File: src/rtl/cpu_pkg.sv
// Shared definitions for the 8-bit accumulator CPU control path.
// Contents: ISA opcode encodings, accumulator-source and ALU-op encodings,
// controller state enum and default parameter values.
package cpu_pkg;

  localparam int OPW_DEF      = 4;   // opcode width, fixed by the ISA
  localparam int WAIT_MAX_DEF = 15;  // memory wait budget in cycles
  localparam int CNT_W_DEF    = 16;  // retired-instruction counter width

  localparam logic [3:0] OP_NOP = 4'h0;
  localparam logic [3:0] OP_LDA = 4'h1;
  localparam logic [3:0] OP_ADD = 4'h2;
  localparam logic [3:0] OP_SUB = 4'h3;
  localparam logic [3:0] OP_STA = 4'h4;
  localparam logic [3:0] OP_LDI = 4'h5;
  localparam logic [3:0] OP_JMP = 4'h6;
  localparam logic [3:0] OP_JZ  = 4'h7;
  localparam logic [3:0] OP_HLT = 4'hF;

  typedef enum logic [1:0] {
    SRC_ALU = 2'd0,
    SRC_MEM = 2'd1,
    SRC_IMM = 2'd2
  } acc_src_t;

  typedef enum logic [1:0] {
    ALU_PASS = 2'd0,
    ALU_ADD  = 2'd1,
    ALU_SUB  = 2'd2
  } alu_op_t;

  typedef enum logic [2:0] {
    S_FETCH  = 3'd0,
    S_DECODE = 3'd1,
    S_MEMRD  = 3'd2,
    S_MEMWR  = 3'd3,
    S_HALT   = 3'd4
  } state_t;

endpackage

File: src/rtl/cpu_control_fsm_if.sv
// Control bus between the CPU controller and the datapath/memory side.
// master: the controller (drives strobes/pulses/status, receives opcode,
//         zero_flag and mem_ready).
// slave : the datapath/memory side (mirror directions).
interface cpu_control_fsm_if
  import cpu_pkg::*;
#(
  parameter int OPW   = OPW_DEF,
  parameter int CNT_W = CNT_W_DEF
);

  logic [OPW-1:0]   opcode;
  logic             zero_flag;
  logic             mem_ready;
  logic             mem_rd;
  logic             mem_wr;
  logic             addr_sel;
  logic             load_ir;
  logic             pc_inc;
  logic             pc_load;
  logic             acc_load;
  logic [1:0]       acc_src;
  logic [1:0]       alu_op;
  logic             halted;
  logic             error;
  logic [CNT_W-1:0] retired_count;

  modport master (
    input  opcode, zero_flag, mem_ready,
    output mem_rd, mem_wr, addr_sel, load_ir, pc_inc, pc_load,
           acc_load, acc_src, alu_op, halted, error, retired_count
  );

  modport slave (
    output opcode, zero_flag, mem_ready,
    input  mem_rd, mem_wr, addr_sel, load_ir, pc_inc, pc_load,
           acc_load, acc_src, alu_op, halted, error, retired_count
  );

endinterface

File: src/rtl/cpu_control_fsm_mem_wait_timer.sv
// mem_wait_timer: counts cycles a memory access has waited for mem_ready.
// Ports: clock, reset (async, active-high), i_active (a strobe is out this
// cycle), i_ready (mem_ready), o_timeout (this is the WAIT_MAX-th waiting
// cycle and memory still has not answered).
// The count returns to zero whenever no access is pending or an access
// completes, which gives every FETCH/MEMRD/MEMWR entry a fresh budget.
module mem_wait_timer
  import cpu_pkg::*;
#(
  parameter int WAIT_MAX = WAIT_MAX_DEF
) (
  input  logic clock,
  input  logic reset,
  input  logic i_active,
  input  logic i_ready,
  output logic o_timeout
);

  localparam int         W     = $clog2(WAIT_MAX + 1);
  localparam logic [W-1:0] LIMIT = W'(WAIT_MAX - 1);

  logic [W-1:0] r_count;

  // A ready in the last allowed cycle still wins over the timeout.
  assign o_timeout = i_active && !i_ready && (r_count == LIMIT);

  // Wait counter: cleared when idle, on completion or on timeout.
  always_ff @(posedge clock or posedge reset) begin
    if (reset) begin
      r_count <= {W{1'b0}};
    end else if (!i_active || i_ready || o_timeout) begin
      r_count <= {W{1'b0}};
    end else begin
      r_count <= r_count + W'(1);
    end
  end

endmodule

File: src/rtl/cpu_control_fsm.sv
// cpu_control_fsm: multi-cycle fetch/decode/execute sequencer for the 8-bit
// accumulator CPU.
// Ports: clock, reset (async, active-high), step (only with SINGLE_STEP_EN),
// bus (cpu_control_fsm_if.master: opcode/zero_flag/mem_ready in; memory
// strobes, IR/PC/ACC controls, alu_op, halted, error, retired_count out).
// Optional feature macro: SINGLE_STEP_EN -- FETCH waits idle until step is
// seen high, then one instruction executes.
// Strobes and pulses are decoded combinationally from state + inputs and are
// forced low while reset is asserted so an interrupted access ends at once.
module cpu_control_fsm
  import cpu_pkg::*;
#(
  parameter int WAIT_MAX = WAIT_MAX_DEF,
  parameter int CNT_W    = CNT_W_DEF
) (
  input  logic clock,
  input  logic reset,
`ifdef SINGLE_STEP_EN
  input  logic step,
`endif
  cpu_control_fsm_if.master bus
);

  state_t           r_state, w_next;
  logic             r_error;
  logic [CNT_W-1:0] r_retired;
  logic             w_go, w_active, w_timeout, w_retire, w_set_error;
  logic             w_mem_rd, w_mem_wr, w_addr_sel, w_load_ir;
  logic             w_pc_inc, w_pc_load, w_acc_load;
  acc_src_t         w_acc_src;
  alu_op_t          w_alu_op;

`ifdef SINGLE_STEP_EN
  logic r_armed;

  // Step arming: latched only while idle in FETCH, released when that fetch ends.
  always_ff @(posedge clock or posedge reset) begin
    if (reset) begin
      r_armed <= 1'b0;
    end else if ((r_state == S_FETCH) && !r_armed && step) begin
      r_armed <= 1'b1;
    end else if ((r_state == S_FETCH) && r_armed && (bus.mem_ready || w_timeout)) begin
      r_armed <= 1'b0;
    end else begin
      r_armed <= r_armed;
    end
  end

  assign w_go = r_armed;
`else
  assign w_go = 1'b1;
`endif

  // A memory access is pending in these cycles; drives the wait timer.
  assign w_active = !reset && (((r_state == S_FETCH) && w_go) ||
                               (r_state == S_MEMRD) || (r_state == S_MEMWR));

  mem_wait_timer #(.WAIT_MAX(WAIT_MAX)) u_wait_timer (
    .clock     (clock),
    .reset     (reset),
    .i_active  (w_active),
    .i_ready   (bus.mem_ready),
    .o_timeout (w_timeout)
  );

  // State, sticky error and retired-instruction counter.
  always_ff @(posedge clock or posedge reset) begin
    if (reset) begin
      r_state   <= S_FETCH;
      r_error   <= 1'b0;
      r_retired <= {CNT_W{1'b0}};
    end else begin
      r_state <= w_next;
      r_error <= r_error | w_set_error;
      if (w_retire) begin
        r_retired <= r_retired + CNT_W'(1);
      end else begin
        r_retired <= r_retired;
      end
    end
  end

  // Next state and per-cycle strobes/pulses.
  always_comb begin
    w_next      = r_state;
    w_mem_rd    = 1'b0;
    w_mem_wr    = 1'b0;
    w_addr_sel  = 1'b0;
    w_load_ir   = 1'b0;
    w_pc_inc    = 1'b0;
    w_pc_load   = 1'b0;
    w_acc_load  = 1'b0;
    w_acc_src   = SRC_ALU;
    w_alu_op    = ALU_PASS;
    w_retire    = 1'b0;
    w_set_error = 1'b0;
    if (reset) begin
      w_next = S_FETCH;
    end else begin
      case (r_state)
        S_FETCH: begin
          if (w_go) begin
            w_mem_rd = 1'b1;
            if (bus.mem_ready) begin
              w_load_ir = 1'b1;
              w_pc_inc  = 1'b1;
              w_next    = S_DECODE;
            end else if (w_timeout) begin
              w_set_error = 1'b1;
              w_next      = S_HALT;
            end else begin
              w_next = S_FETCH;
            end
          end else begin
            w_next = S_FETCH;
          end
        end
        S_DECODE: begin
          case (bus.opcode)
            OP_NOP: begin
              w_retire = 1'b1;
              w_next   = S_FETCH;
            end
            OP_LDI: begin
              w_acc_load = 1'b1;
              w_acc_src  = SRC_IMM;
              w_retire   = 1'b1;
              w_next     = S_FETCH;
            end
            OP_JMP: begin
              w_pc_load = 1'b1;
              w_retire  = 1'b1;
              w_next    = S_FETCH;
            end
            OP_JZ: begin
              w_pc_load = bus.zero_flag;
              w_retire  = 1'b1;
              w_next    = S_FETCH;
            end
            OP_HLT: begin
              w_retire = 1'b1;
              w_next   = S_HALT;
            end
            OP_LDA, OP_ADD, OP_SUB: begin
              w_next = S_MEMRD;
            end
            OP_STA: begin
              w_next = S_MEMWR;
            end
            default: begin
              w_set_error = 1'b1;
              w_next      = S_HALT;
            end
          endcase
        end
        S_MEMRD: begin
          w_mem_rd   = 1'b1;
          w_addr_sel = 1'b1;
          if (bus.mem_ready) begin
            w_acc_load = 1'b1;
            w_retire   = 1'b1;
            w_next     = S_FETCH;
            // Opcode is still held in the IR during the operand read.
            case (bus.opcode)
              OP_ADD: begin
                w_acc_src = SRC_ALU;
                w_alu_op  = ALU_ADD;
              end
              OP_SUB: begin
                w_acc_src = SRC_ALU;
                w_alu_op  = ALU_SUB;
              end
              default: begin
                w_acc_src = SRC_MEM;
                w_alu_op  = ALU_PASS;
              end
            endcase
          end else if (w_timeout) begin
            w_set_error = 1'b1;
            w_next      = S_HALT;
          end else begin
            w_next = S_MEMRD;
          end
        end
        S_MEMWR: begin
          w_mem_wr   = 1'b1;
          w_addr_sel = 1'b1;
          if (bus.mem_ready) begin
            w_retire = 1'b1;
            w_next   = S_FETCH;
          end else if (w_timeout) begin
            w_set_error = 1'b1;
            w_next      = S_HALT;
          end else begin
            w_next = S_MEMWR;
          end
        end
        S_HALT: begin
          w_next = S_HALT;
        end
        default: begin
          w_set_error = 1'b1;
          w_next      = S_HALT;
        end
      endcase
    end
  end

  assign bus.mem_rd        = w_mem_rd;
  assign bus.mem_wr        = w_mem_wr;
  assign bus.addr_sel      = w_addr_sel;
  assign bus.load_ir       = w_load_ir;
  assign bus.pc_inc        = w_pc_inc;
  assign bus.pc_load       = w_pc_load;
  assign bus.acc_load      = w_acc_load;
  assign bus.acc_src       = w_acc_src;
  assign bus.alu_op        = w_alu_op;
  assign bus.halted        = (r_state == S_HALT);
  assign bus.error         = r_error;
  assign bus.retired_count = r_retired;

endmodule

File: src/flat_wrapper.sv
// flat-port wrapper written by rule: the top's interface ports become plain ports
module cpu_control_fsm_flat import cpu_pkg::*;
#(
  parameter int WAIT_MAX = WAIT_MAX_DEF,
  parameter int CNT_W    = CNT_W_DEF
)
  (clock, reset, bus_opcode, bus_zero_flag, bus_mem_ready, bus_mem_rd, bus_mem_wr, bus_addr_sel, bus_load_ir, bus_pc_inc, bus_pc_load, bus_acc_load, bus_acc_src, bus_alu_op, bus_halted, bus_error, bus_retired_count);
  cpu_control_fsm_if #(.OPW(4), .CNT_W(CNT_W)) bus_i ();
  input  logic clock;
  input  logic reset;
  input wire logic [$bits(bus_i.opcode)-1:0] bus_opcode;
  input wire logic [$bits(bus_i.zero_flag)-1:0] bus_zero_flag;
  input wire logic [$bits(bus_i.mem_ready)-1:0] bus_mem_ready;
  output wire logic [$bits(bus_i.mem_rd)-1:0] bus_mem_rd;
  output wire logic [$bits(bus_i.mem_wr)-1:0] bus_mem_wr;
  output wire logic [$bits(bus_i.addr_sel)-1:0] bus_addr_sel;
  output wire logic [$bits(bus_i.load_ir)-1:0] bus_load_ir;
  output wire logic [$bits(bus_i.pc_inc)-1:0] bus_pc_inc;
  output wire logic [$bits(bus_i.pc_load)-1:0] bus_pc_load;
  output wire logic [$bits(bus_i.acc_load)-1:0] bus_acc_load;
  output wire logic [$bits(bus_i.acc_src)-1:0] bus_acc_src;
  output wire logic [$bits(bus_i.alu_op)-1:0] bus_alu_op;
  output wire logic [$bits(bus_i.halted)-1:0] bus_halted;
  output wire logic [$bits(bus_i.error)-1:0] bus_error;
  output wire logic [$bits(bus_i.retired_count)-1:0] bus_retired_count;
  assign bus_i.opcode = bus_opcode;
  assign bus_i.zero_flag = bus_zero_flag;
  assign bus_i.mem_ready = bus_mem_ready;
  assign bus_mem_rd = bus_i.mem_rd;
  assign bus_mem_wr = bus_i.mem_wr;
  assign bus_addr_sel = bus_i.addr_sel;
  assign bus_load_ir = bus_i.load_ir;
  assign bus_pc_inc = bus_i.pc_inc;
  assign bus_pc_load = bus_i.pc_load;
  assign bus_acc_load = bus_i.acc_load;
  assign bus_acc_src = bus_i.acc_src;
  assign bus_alu_op = bus_i.alu_op;
  assign bus_halted = bus_i.halted;
  assign bus_error = bus_i.error;
  assign bus_retired_count = bus_i.retired_count;
  cpu_control_fsm #(.WAIT_MAX(WAIT_MAX), .CNT_W(CNT_W)) u_core (.clock(clock), .reset(reset), .bus(bus_i));
endmodule
File: config.mk
export PLATFORM = sky130hd
export DESIGN_NAME = cpu_control_fsm_flat
export DESIGN_NICKNAME = d
export VERILOG_FILES = /design/src/rtl/cpu_pkg.sv /design/src/rtl/cpu_control_fsm_if.sv /design/src/rtl/cpu_control_fsm_mem_wait_timer.sv /design/src/rtl/cpu_control_fsm.sv /design/src/flat_wrapper.sv
export SDC_FILE = /design/constraint.sdc
export NUM_CORES = 1
export LEC_CHECK = 0
export CORE_ASPECT_RATIO = 1.1
export CORE_UTILIZATION = 50
export CTS_CLUSTER_DIAMETER = 150
export DETAILED_ROUTE_END_ITERATION = 8
export PLACE_DENSITY_LB_ADDON = 0.05
export REMOVE_ABC_BUFFERS = 1
export SYNTH_ARGS = -nofsm -noshare
export SYNTH_HDL_FRONTEND = slang
export SYNTH_SLANG_ARGS = --single-unit
File: constraint.sdc
create_clock -name clock -period 4.7 [get_ports clock]
set_input_delay 0.94 -clock clock [delete_from_list [all_inputs] [get_ports clock]]
set_output_delay 0.94 -clock clock [all_outputs]
set_load 0.02 [all_outputs]
* Yosys cells after proc, flatten, opt, wreduce, memory -nomap -nowiden
Cells that the tools add are included.
** Storage, ports and cells
- Register bits :: 24
- Input bits :: 8
- Output and inout bits :: 29
- Logic and storage cells :: 82
** Cells by class
- $add $sub $neg :: 2
- Equality and inequality tests :: 13
- Mux-type cells :: 42
- Bitwise logic cells :: 1
- Reduce and logical (&&, ||, !) cells :: 20
** Operators with widths (number)
- 3-bit 2-to-1 mux :: 7
- 1-bit 2-to-1 mux :: 20
- 16-bit by 1-bit adder with 16-bit output (second input constant) :: 1
- 4-bit by 3-bit == test with 1-bit output (second input constant) :: 4
- 2-bit 2-to-1 mux :: 6
- 3-bit one-hot mux with 4 select lines :: 1
- 3-bit one-hot mux with 3 select lines :: 1
- 9-bit OR reduction :: 1
- 4-bit by 2-bit == test with 1-bit output (second input constant) :: 2
- 4-bit == test (second input constant) :: 2
- 2-bit one-hot mux with 2 select lines :: 2
- 3-bit by 2-bit == test with 1-bit output (second input constant) :: 2
- 1-bit one-hot mux with 2 select lines :: 3
- 2-bit OR reduction :: 3
- 3-bit OR reduction :: 2
- 5-bit OR reduction :: 1
- 4-bit by 1-bit adder with 4-bit output (second input constant) :: 1
- 4-bit by 1-bit == test with 1-bit output (second input constant) :: 1
- 4-bit zero test :: 1
- 1-bit logical OR :: 4
- 4-bit 2-to-1 mux :: 1
- 4-bit OR reduction :: 1
- 3-bit by 1-bit == test with 1-bit output (second input constant) :: 1
- 3-bit == test (second input constant) :: 1
- 5 further kinds :: 9

* Longest topological paths before layout
- Depth in word-level cells :: 11
- Depth in mapped cells :: 7
- Gate-level depth less buffers :: 6

* Cells and area by module
Synthesis repeated with hierarchy kept, for this count alone.
** Unflattened totals
- Cell total of the unflattened synthesis :: 138
- Area, all modules :: 1307.5 µm²
** Modules (own cells, without submodules)
- cpu_control_fsm :: instances 1, cells each 120, area each 1117.3 µm², seq. area each 500.5 µm²
- mem_wait_timer :: instances 1, cells each 18, area each 190.2 µm², seq. area each 100.1 µm²

* Least setup slack after synthesis
No wires, ideal clock.
- Path type :: in2out
- Start :: input port reset
- End :: output port bus_alu_op[0]
- Arrival :: 2382 ps
- Data required time :: 3760 ps
- Setup slack :: 1378 ps
- Cell stages on the path :: 4
- Path buffers :: 0
- Path through :: or2_2 -> nor2_1 -> nand4_1 -> nor3b_1
** On the way
- Longest elaborated chain between the ends :: 1
** Ends and longest elaborated chain
- start, declared :: line flat_wrapper.sv:10 : input logic reset;
- 2-bit 2-to-1 mux :: line cpu_control_fsm.sv:97 : if (reset) begin
- end, declared :: line flat_wrapper.sv:22 : output wire logic [$bits(bus_i.alu_op)-1:0] bus_alu_op;
Every way passes these cells.

* Final worst setup path
Ends and elaborated chain as after synthesis.

==> impl_metrics.json <==
{
  "status": "completed",
  "root_buffer": "clkbuf_4",
  "crit_family": "buffers and inverters",
  "ioPinCount": 37,
  "p_sw_w": 0.000140,
  "ys_warn_count": 0,
  "cts.sinks": 24,
  "max_cap_violations": 0,
  "yosys_register_bits": 24,
  "crit_chain": "clkdlybuf4s50_1 -> or2_2 -> nor2_1 -> nand4_1 -> nor3b_1 -> clkdlybuf4s50_1",
  "htree_num_levels": 1,
  "buffer_ports.inserted": 36,
  "worst_skew_pair.late_latency_ps": 310,
  "dp_hpwl_mm": 1.99,
  "async_flop_share": 1.00,
  "final_cell_area_mm2": 0.00172,
  "antenna_found_initial": 0,
  "initial_core_util": 0.525,
  "area_growth_pct": 32.2,
  "worst_ep_required_time_ps": 3760,
  "clockBufferDepth": 2,
  "drc": 0,
  "grt_pass1_wl_mm": 4.62,
  "swShare": 0.279,
  "vias": 1091,
  "seq_power_share": 0.482,
  "cp_num_buf_inv": 2,
  "end_kind": "primary output",
  "dieHeight_um": 55.5,
  "cts_tree": "built",
  "viasPerCell": 5.54,
  "num_antenna_cells": 0,
  "p_leak_nw": 0.712,
  "fin_crit_sh": 0.851,
  "post-synth-top-area-fraction": 0.462,
  "final_cells": 197,
  "power_density_mw_per_mm2": 291,
  "postPlaceCellArea_mm2": 0.00166,
  "r2r_setup_slack_ps": 2680,
  "cts_buffers": 3,
  "grt_overflow": 0,
  "seq_area_frac_synth": 0.462,
  "finClkSkew_ps": 2.09,
  "ctsHoldBuffers": 0,
  "crit_slowest_cell": "clkdlybuf4s50_1",
  "worst-r2r-cell-count": 5,
  "rows": 19,
  "min_period_ps": 4000,
  "min_path_type": "flop to flop",
  "critical_path.max_fanout": 5,
  "intPower_w": 0.000360,
  "die_x_um": 50.6,
  "drt-total-wl_mm": 2.62,
  "synth_edf_count": 0,
  "min-delay-start": "u_core.bus.error",
  "setup-tns-final_ps": 0,
  "avgSynthCellArea_um2": 9.91,
  "final_nets": 178,
  "clkTransAtPathRegs_ps": 130,
  "fmax_mhz": 250,
  "rr_startpoint": "u_core.r_state[1]",
  "ys.flop_type": "dfrtp_1",
  "worst_pin_slew_ps": 890,
  "cp.arrival_ps": 3060,
  "synth_top_area_cell": "dfrtp_1",
  "worst-path-stages": 6,
  "drt_iter0_drc": 28,
  "cts_resized": 0,
  "max-slew-margin-rel": 0.406,
  "worstSetupStartpoint": "reset",
  "synth_area_mm2": 0.00130,
  "rsz0062_at_grt": "no",
  "grt_pass1_vias": 1035,
  "die_area_mm2": 0.00281,
  "clkPwrFrac": 0.293,
  "first_pass_iters": 4,
  "synthCells": 131,
  "finalPower_w": 0.000500,
  "core_area_mm2": 0.00247,
  "dp_cells": 193,
  "crit_type": "input port to primary output",
  "cpPeakStageDelay_ps": 640,
  "hold-worst-slack_ps": 483,
  "post_cts_buffers": 0,
  "finalHoldViolCount": 0,
  "routabilityCongestion": 0.793,
  "finalSetupViolations": 0,
  "finalMaxSlewViolations": 0,
  "grt_usage": 0.216,
  "antenna_left": 0,
  "synth.distinct_cells": 33,
  "r2r_end": "u_core.bus.retired_count[6]",
  "peakVddDrop_mv": 0.289,
  "layout-drive-gt1-share": 0.0542,
  "worst_path_most_repeated_cell": "clkdlybuf4s50_1",
  "drt-wirelength-per-cell_um": 13.3,
  "yosys-top-cells-area": "dfrtp_1, xnor2_1, nand4_1",
  "comb_power_share": 0.224,
  "startpoint_type": "input port",
  "grt_max_degree": 26,
  "min_path_cells": 1,
  "hold_end": "u_core.bus.error"
}
## cell usage in the layout, fill, tap and decap left out, drive strengths merged, types with 4 or more instances in the layout
cell	instances
nand4	11
nor2	15
clkdlybuf4s50	36
nand2	6
inv	5
nand3	10
dfrtp	24
xnor2	15
and3	4
## per-layer routing
| metal | part of all wire | wire [um] | track usage |
|---|---|---|---|
| met1 | 0.43 | 1120 | 0.270 |
| met2 | 0.52 | 1370 | 0.371 |
| met3 | 0.035 | 92 | 0.0331 |
| met4 | 0.014 | 36 | 0.0833 |
| met5 | 0 | 0 | 0 |
## power groups by stage
stage | logic (W) | registers (W) | clock network (W)
final | 0.000112 | 0.000241 | 0.000146
after global routing | 0.000122 | 0.000244 | 0.000159
after CTS | 0.000113 | 0.000241 | 0.000149
after detailed placement | 0.000113 | 0.000245 | 0
after global placement | 0.000112 | 0.000244 | 0
after floorplan | 0.0000481 | 0.000256 | 0
## cells by family (layout without fill, tap and decap cells)
| family | after synthesis | count (layout) | share of synthesized area |
|---|---|---|---|
| AOI/OAI and AO/OA | 14 | 14 | 0.0886 |
| xor gates and xnor gates | 18 | 18 | 0.121 |
| adders and majority gates | 3 | 3 | 0.0289 |
| buffers and inverters | 10 | 45 | 0.0405 |
| DFF | 24 | 24 | 0.462 |
| muxes | 1 | 1 | 0.00867 |
| and+or+nand+nor | 61 | 61 | 0.250 |
## worst max path at each step
stage                               end  slack [ps]
after floorplan           bus_alu_op[0]        1380
after global placement     bus_acc_load         770
after detailed placement  bus_alu_op[0]         710
after CTS                 bus_alu_op[0]         710
after global routing      bus_alu_op[0]         610
final                     bus_alu_op[0]         700
## state kept, by name (all words and copies together) (netlist names)
name and flops:
u_core.u_wait_timer.r_count 4, u_core.bus.error 1, u_core.bus.retired_count 16, u_core.r_state 3
## cells in the mapped netlist, types with 3 or more instances
cell type,instances
dfrtp_1,24
xnor2_1,15
nor2_1,14
nand4_1,11
nand3_1,10
nand2_1,6
inv_1,5
and3_1,4
and2_1,3
and4_1,3
ha_1,3
nor3_1,3
xor2_1,3
## area by class of cell
cell class / instances / area [um^2]
multi-input cells: 97 / 646
inverters: 5 / 18.8
flip-flops and latches: 24 / 601
well taps: 31 / 38.8
clock buffers: 3 / 22.5
repair buffers: 36 / 360
fillers: 208 / 756
clock inverters: 1 / 30.0
## metrics by stage
step	utilization	worst slack, ps
global placement	0.673	766
finish	0.694	698
floorplan	-	1380
CTS	0.694	711
global route	0.694	613
detailed placement	0.673	714
No activity file was read; power rests on OpenSTA's default activity.
